## src/rtl/dqam_pkg.sv

```systemverilog
// Shared types, quadrant constants and Gray helpers for the square-QAM symbol mapper.
package dqam_pkg;

    localparam int MAX_BITS_PER_AXIS = 4;

    typedef logic [1:0] quad_t;

    localparam quad_t QUAD_PP = 2'd0;
    localparam quad_t QUAD_NP = 2'd1;
    localparam quad_t QUAD_NN = 2'd2;
    localparam quad_t QUAD_PN = 2'd3;

    // Indexed by {Isign, Qsign}: 00->+0, 01->+1, 10->+3, 11->+2
    localparam quad_t GRAY_INC [4] = '{2'd0, 2'd1, 2'd3, 2'd2};

    function automatic logic [MAX_BITS_PER_AXIS-1:0] gray2bin(
        input logic [MAX_BITS_PER_AXIS-1:0] g
    );
        logic [MAX_BITS_PER_AXIS-1:0] b;
        b[MAX_BITS_PER_AXIS-1] = g[MAX_BITS_PER_AXIS-1];
        for (int k = MAX_BITS_PER_AXIS-2; k >= 0; k--) begin
            b[k] = b[k+1] ^ g[k];
        end
        return b;
    endfunction

endpackage

```

## src/rtl/pam_gray_axis.sv

```systemverilog
// One PAM axis: Gray magnitude plus sign to an odd signed level (2b+1), combinational.
module pam_gray_axis
    import dqam_pkg::*;
#(
    parameter int OUT_W = 3
) (
    input  logic                         neg_i,
    input  logic [MAX_BITS_PER_AXIS-1:0] gray_i,
    output logic signed [OUT_W-1:0]      level_o
);

    logic [MAX_BITS_PER_AXIS:0] odd;
    logic [OUT_W-1:0]           mag;

    assign odd     = {gray2bin(gray_i), 1'b1};
    assign mag     = OUT_W'(odd);
    assign level_o = neg_i ? OUT_W'(-mag) : mag;

endmodule

```

## src/rtl/dqam_symbol_mapper.sv

```systemverilog
// Serial-bit to square-QAM I/Q symbol mapper with optional differential quadrant coding.
// Optional delivered-symbol counter is built when DQAM_SYM_COUNT_EN is defined.
module dqam_symbol_mapper
    import dqam_pkg::*;
#(
    parameter int BITS_PER_AXIS = 2,
    parameter int OUT_W         = 3
) (
    input  logic                    CLK,
    input  logic                    RST_N,
    input  logic                    bit_in,
    input  logic                    bit_valid,
    output logic                    bit_ready,
    input  logic                    diff_en,
    input  logic                    sym_clr,
    output logic signed [OUT_W-1:0] sym_i,
    output logic signed [OUT_W-1:0] sym_q,
    output logic                    sym_valid,
    input  logic                    sym_ready,
    output logic [15:0]             sym_count
);

    localparam int SYM_BITS = 2 * BITS_PER_AXIS;
    localparam int CNT_W    = 3;
    localparam logic [CNT_W-1:0] LAST = CNT_W'(SYM_BITS - 1);
    localparam logic [MAX_BITS_PER_AXIS-1:0] GMASK =
        MAX_BITS_PER_AXIS'((1 << (BITS_PER_AXIS - 1)) - 1);

    logic [CNT_W-1:0]    count_q, count_d;
    logic [SYM_BITS-2:0] shift_q, shift_d;
    quad_t               quad_q, quad_d;
    logic signed [OUT_W-1:0] sym_i_q, sym_i_d, sym_q_q, sym_q_d;
    logic                sym_valid_q, sym_valid_d;

    logic                last, accept, complete;
    logic [SYM_BITS-1:0] word;
    logic                i_sign, q_sign, i_neg, q_neg;
    quad_t               quad_abs, quad_new;
    logic [MAX_BITS_PER_AXIS-1:0] i_gray, q_gray;
    logic signed [OUT_W-1:0] lvl_i, lvl_q;

    always_comb begin
        last      = (count_q == LAST);
        bit_ready = !sym_clr && (!last || !sym_valid_q || sym_ready);
        accept    = bit_valid && bit_ready;
        complete  = accept && last;
        word      = {shift_q, bit_in};
        i_sign    = word[SYM_BITS-1];
        q_sign    = word[BITS_PER_AXIS-1];
        i_gray    = MAX_BITS_PER_AXIS'(word[SYM_BITS-1 -: BITS_PER_AXIS]) & GMASK;
        q_gray    = MAX_BITS_PER_AXIS'(word[BITS_PER_AXIS-1:0]) & GMASK;
        case ({i_sign, q_sign})
            2'b00:   quad_abs = QUAD_PP;
            2'b10:   quad_abs = QUAD_NP;
            2'b11:   quad_abs = QUAD_NN;
            default: quad_abs = QUAD_PN;
        endcase
        quad_new = diff_en ? quad_t'(quad_q + GRAY_INC[{i_sign, q_sign}]) : quad_abs;
        i_neg    = (quad_new == QUAD_NP) || (quad_new == QUAD_NN);
        q_neg    = (quad_new == QUAD_NN) || (quad_new == QUAD_PN);
    end

    pam_gray_axis #(.OUT_W(OUT_W)) u_axis_i (.neg_i(i_neg), .gray_i(i_gray), .level_o(lvl_i));
    pam_gray_axis #(.OUT_W(OUT_W)) u_axis_q (.neg_i(q_neg), .gray_i(q_gray), .level_o(lvl_q));

    always_comb begin
        count_d     = count_q;
        shift_d     = shift_q;
        quad_d      = quad_q;
        sym_i_d     = sym_i_q;
        sym_q_d     = sym_q_q;
        sym_valid_d = sym_valid_q;

        if (sym_clr) begin
            count_d = '0;
            shift_d = '0;
            quad_d  = QUAD_PP;
        end else if (accept) begin
            shift_d = word[SYM_BITS-2:0];
            count_d = last ? '0 : count_q + CNT_W'(1);
            if (last) quad_d = quad_new;
        end

        // A completing word reloads the output even while the old symbol is being handed off
        if (complete) begin
            sym_i_d     = lvl_i;
            sym_q_d     = lvl_q;
            sym_valid_d = 1'b1;
        end else if (sym_valid_q && sym_ready) begin
            sym_valid_d = 1'b0;
        end
    end

    always_ff @(posedge CLK or negedge RST_N) begin
        if (!RST_N) begin
            count_q     <= '0;
            shift_q     <= '0;
            quad_q      <= QUAD_PP;
            sym_i_q     <= '0;
            sym_q_q     <= '0;
            sym_valid_q <= 1'b0;
        end else begin
            count_q     <= count_d;
            shift_q     <= shift_d;
            quad_q      <= quad_d;
            sym_i_q     <= sym_i_d;
            sym_q_q     <= sym_q_d;
            sym_valid_q <= sym_valid_d;
        end
    end

    assign sym_i     = sym_i_q;
    assign sym_q     = sym_q_q;
    assign sym_valid = sym_valid_q;

`ifdef DQAM_SYM_COUNT_EN
    logic [15:0] sym_count_q;

    always_ff @(posedge CLK or negedge RST_N) begin
        if (!RST_N) begin
            sym_count_q <= '0;
        end else if (sym_valid_q && sym_ready) begin
            sym_count_q <= sym_count_q + 16'd1;
        end
    end

    assign sym_count = sym_count_q;
`else
    assign sym_count = '0;
`endif

endmodule

```

## config.mk

```make
export PLATFORM = sky130hd
export DESIGN_NAME = dqam_symbol_mapper
export DESIGN_NICKNAME = d
export VERILOG_FILES = /design/src/rtl/dqam_pkg.sv /design/src/rtl/pam_gray_axis.sv /design/src/rtl/dqam_symbol_mapper.sv
export SDC_FILE = /design/constraint.sdc
export NUM_CORES = 1
export LEC_CHECK = 0
export BUFFER_PORTS_ARGS = -buffer_cell sky130_fd_sc_hd__buf_2
export CELL_PAD_IN_SITES_DETAIL_PLACEMENT = 0
export CELL_PAD_IN_SITES_GLOBAL_PLACEMENT = 1
export CORE_MARGIN = 5
export CORE_UTILIZATION = 36
export CTS_CLUSTER_DIAMETER = 150
export DETAILED_ROUTE_END_ITERATION = 12
export PLACE_DENSITY_LB_ADDON = 0.3
export SYNTH_ARGS = -nofsm -noshare
export SYNTH_HDL_FRONTEND = slang
export SYNTH_SLANG_ARGS = --single-unit
```

## constraint.sdc

```tcl
create_clock -name CLK -period 2.7 [get_ports CLK]
set_input_delay 0.54 -clock CLK [delete_from_list [all_inputs] [get_ports CLK]]
set_output_delay 0.54 -clock CLK [all_outputs]
set_load 0.005 [all_outputs]
```

=== Yosys cells after proc, flatten, opt, wreduce, memory -nomap -nowiden ===
Index checks and enable logic that the tools add are counted.

* Bits in registers: 15
* Input bits: 7

* Add/sub/neg operators: 4
* Magnitude comparators: 1
* Equality and inequality tests: 6
* Multiplexer cells: 17
* Bitwise operators: 1
* Reduce and logical (&&, ||, !) cells: 16

{| class="wikitable"
|+ Operators with widths
! operator !! number
|-
| $mux 3 || 7
|-
| $mux 2 || 6
|-
| $eq 2x2->1 const B || 4
|-
| $neg 2->3 || 2
|-
| $pmux 2 s3 || 1
|-
| $reduce_bool 2->1 || 3
|-
| $bmux 2 s2 || 1
|-
| $logic_and 1x1->1 || 4
|-
| $logic_or 1x1->1 || 4
|-
| $add 3x1->3 const B || 1
|-
| $eq 3x2->1 const B || 1
|-
| $ge 3x3->1 const B || 1
|-
| $logic_not 1->1 || 3
|-
| $not 2->3 || 1
|-
| $add 2x2->2 || 1
|-
| $eq 2x1->1 const B || 1
|-
| $logic_not 2->1 || 1
|-
| $mux 1 || 2
|-
| $reduce_and 2->1 || 1
|}

=== Longest topological paths before layout ===
* Depth after elaboration: 9
* Mapped depth: 10
* Gate-level depth less buffers: 10

=== Cells and area by module ===
From an unflattened synthesis, not the netlist that was laid out.

* Cell total of the unflattened synthesis: 92
* Area total of the unflattened synthesis: 1084.8 µm²

{| class="wikitable"
|+ By module, submodules not included
! module !! instances !! cells an instance !! area each (µm²)
|-
| dqam_symbol_mapper || 1 || 80 || 949.7
|-
| pam_gray_axis || 2 || 6 || 67.6
|}

=== Worst setup path after synthesis ===
OpenSTA, ideal clock, no wires.

* Path kind: reg2reg
* Start: register shift_q[2]
* End: register sym_i_q[2] (netlist: sym_i[2])
* Setup time: 0.125 ns
* Arrival time: 1.824 ns
* Required time: 2.575 ns
* Slack: 0.752 ns
* Stages on the path, launching flop included: 9
* Path buffers: 0
* Period minus slack after synthesis: 1.948 ns
* Cell sequence: dfrtp_1 inv_1 ha_1 inv_1 ha_1 xnor3_1 a21oi_1 ha_1 mux2_2

* Word-level cells in the longest chain between the ends: 9
* Elaborated cells on any way between the ends: 14
* Classes of those cells: add/sub (1); eq/ne (4); mux (6); bitwise (1); reduce/logical (2)

{| class="wikitable"
|+ Ends and longest elaborated chain
! what !! RTL line !! text
|-
| from (decl) || dqam_symbol_mapper.sv:30 || <nowiki>logic [SYM_BITS-2:0] shift_q, shift_d;</nowiki>
|-
| from (signal assigned) || dqam_symbol_mapper.sv:104 || <nowiki>shift_q <= shift_d;</nowiki>
|-
| $not 2->3 (not written as such) || dqam_symbol_mapper.sv:58 || <nowiki>quad_new = diff_en ? quad_t'(quad_q + GRAY_INC[{i_sign, q_sign}]) : quad_abs;</nowiki>
|-
| $bmux 2 s2 || dqam_symbol_mapper.sv:58 ||
|-
| $mux 2 (not written as such) (2 in a row) || dqam_symbol_mapper.sv:58 ||
|-
| $add 2x2->2 || dqam_symbol_mapper.sv:58 ||
|-
| $mux 2 (*) || dqam_symbol_mapper.sv:58 ||
|-
| $eq 2x1->1 / $eq 2x2->1 (equally long branches) || dqam_symbol_mapper.sv:59 || <nowiki>i_neg = (quad_new == QUAD_NP) || (quad_new == QUAD_NN);</nowiki>
|-
| $logic_or 1x1->1 (*) || dqam_symbol_mapper.sv:59 ||
|-
| named net i_neg || dqam_symbol_mapper.sv:37 || <nowiki>logic i_sign, q_sign, i_neg, q_neg;</nowiki>
|-
| $mux 3 (*) || pam_gray_axis.sv:17 || <nowiki>assign level_o = neg_i ? OUT_W'(-mag) : mag;</nowiki>
|-
| to (signal assigned) || dqam_symbol_mapper.sv:106 || <nowiki>sym_i_q <= sym_i_d;</nowiki>
|-
| to (decl) || dqam_symbol_mapper.sv:32 || <nowiki>logic signed [OUT_W-1:0] sym_i_q, sym_i_d, sym_q_q, sym_q_d;</nowiki>
|}

The timed path passes the listed nets; every way through them passes the cells marked *. The select of a mux whose other input is x is not followed.
A chain may end at the register's enable or synchronous reset.

=== Worst setup path in the final report ===
Same ends and word-level chain as after synthesis.

==> results_dict.tcl <==
set metrics [dict create \
    synth_seq_cells 14 \
    grt_max_degree 15 \
    cellPowerDensity_nw_per_um2 540 \
    h-tree-depth 1 \
    firstDrtPassIters 3 \
    postSynthCellCount 84 \
    die_w_um 59.2 \
    finalCritPeriodShare_pct 77.8 \
    hold_viol 0 \
    drtIter0Drc 8 \
    crit_path_start_kind "flop" \
    clock.fmax_ghz 0.476 \
    crit_type "reg2reg" \
    grt_pass1_vias 486 \
    dp_hpwl_um 1080 \
    rows 17 \
    netlist_area_um2 872 \
    instances_no_fill 126 \
    p_switching_mw 0.129 \
    holdBufCountCts 0 \
    worst_ep_required_time_ps 2870 \
    fp.coreArea_um2 2250 \
    io_buffers 14 \
    syn-mean-instance-area_um2 10.4 \
    p_sw_share_pct 26.1 \
    arrival_ps 2270 \
    design_area_um2 920 \
    peakVddDrop_mv 0.398 \
    intPower_mw 0.367 \
    drv_slew 0 \
    setup-violations-final 0 \
    wl_met1_um 523 \
    p_seq_share_pct 50.7 \
    synth.distinct_cells 26 \
    cts.sinks 14 \
    n_antenna_cell 0 \
    cap_violations 0 \
    min_period_ps 2100 \
    yosysWarnings 0 \
    power_frac_comb_pct 19.9 \
    endpoint_kind "flop" \
    hp-class "in2async" \
    overflow 0 \
    place_congestion 0.702 \
    clk_latency_ps 270 \
    nets 112 \
    io_pins 31 \
    final_cell_mix "conb_1 (16), dfrtp_1 (14), buf_2 (14)" \
    grt_pass1_wl_um 2190 \
    syn_to_final_growth_pct 5.45 \
    num_vias 551 \
    cts_root_buffer "clkbuf_4" \
    critPathMaxFanout 3 \
    highest_layer "met4" \
    outcome "finished, final reports clean" \
    cts_made_buffers 3 \
    layout_commonest_cell "conb_1" \
    cts.repair.resized 0 \
    fin_skew_ps 3.35 \
    rsz0062_at_grt "false" \
    tightest_slew_ps 554 \
    die_area_um2 3510 \
    start_util_pct 38.7 \
    wl_met2_um 616 \
    routed_via_density 4.37 \
    leakagePower_nw 0.511 \
    antenna_found_initial 0 \
    post_cts_buffers 0 \
    timing.slew.headroom_pct 63.1 \
    p_clk_share_pct 29.4 \
    dr_wl_met3_um 153 \
    wl_per_cell_um 10.4 \
    cts_tree "yes" \
    cts_buffer_depth 2 \
    die_h_um 59.2 \
    route.detailed.drc 0 \
    dp.cells 122 \
    place_area_um2 883 \
    final.setup.tns_ps 0 \
    yosysSeqAreaShare_pct 40.2 \
    grt_usage_pct 8.37 \
    drt.antenna.violating_nets 0 \
    power_mw 0.496 \
    reg2reg_slack_ps 600 \
    clk_pin_slew_ps 80 \
    drt_wl_total_um 1310 \
    drive_gt1_share_pct 23.5 \
]
==> power groups by stage <==
stage	combinational [mW]	clock [mW]	sequential (mW)
floorplan	0.0788	0	0.257
global placement	0.0996	0	0.255
detailed placement	0.101	0	0.256
CTS	0.101	0.153	0.252
global route	0.113	0.165	0.254
finish	0.0989	0.146	0.251
==> registers in the layout (all words and copies together), names as in the netlist <==
name and flops:
count_q 3, shift_q 3, sym_i 3, quad_q 2, sym_q 2, sym_valid 1
==> area by class of cell <==
cell class	instances	area [um2]
inverter	4	15.0
multi-input combinational	62	413
sequential	14	350
fill	245	1340
clock buffer	4	36.3
tap	28	35.0
timing repair buffer	14	70.1
==> worst max-delay path, cell delays in order (launching register included) <==
cell and delay [ps]:
dfrtp_1 410, inv_1 80, ha_1 270, inv_1 70
ha_1 140, xnor3_1 200, a21oi_1 250, ha_1 310
mux2_2 270
==> cell families after synthesis <==
group	after synthesis	synth area share [%]
AO/OA/AOI/OAI	12	7.75
XOR/XNOR	3	4.59
adder cells (fa/ha/maj)	6	8.61
buffers and inverters	23	18.9
flip-flops	14	40.2
multiplexers	4	4.88
other	1	0.430
AND/OR/NAND/NOR	21	14.6
==> routing by layer <==
metal / up-vias / track usage [%]
li1: 274 / -
met1: 249 / 9.99
met2: 26 / 13.1
met3: 2 / 3.92
met4: 0 / 2.91
met5: - / 0
==> synthesized netlist by cell type, drive strengths merged <==
master	instances	area (um2)
nand3b	1	7.51
nor3	1	5.00
a21oi	3	15.0
a211oi	1	7.51
and2b	1	7.51
or2b	2	15.0
xnor2	1	8.76
xnor3	1	22.5
o31ai	2	15.0
or3b	2	20.0
nand2	6	22.5
conb	1	3.75
mux2i	2	20.0
ha	6	75.1
nor2b	1	6.26
o21ai	6	30.0
mux2	2	22.5
nand2b	4	32.5
buf	19	150
inv	4	15.0
xor2	1	8.76
dfrtp	14	350
nor2	3	11.3
==> per-stage QoR <==
stage          setup slack, ps  utilization, %  hold WS [ps]
2_1_floorplan              752               -           244
3_3_place_gp               609            39.2           450
3_5_place_dp               573            39.2           451
4_1_cts                    566            40.8           141
5_1_grt                    394            40.8           149
6_report                   600            40.8           138
==> path summary, 6_finish.rpt <==
| path | to | from | cells past startpoint |
|---|---|---|---|
| worst max-delay path | sym_i[2] | shift_q[2] | 8 |
| worst min-delay path | sym_q[2] | RST_N | 1 |
| worst max register to register | sym_i[2] | shift_q[2] | 8 |
| worst min register to register | sym_q[1] | sym_q[1] | 2 |
| max in group asynchronous | shift_q[0] | RST_N | 1 |
| min in group CLK | sym_q[1] | sym_q[1] | 2 |
No activity file was read; power rests on OpenSTA's default activity.
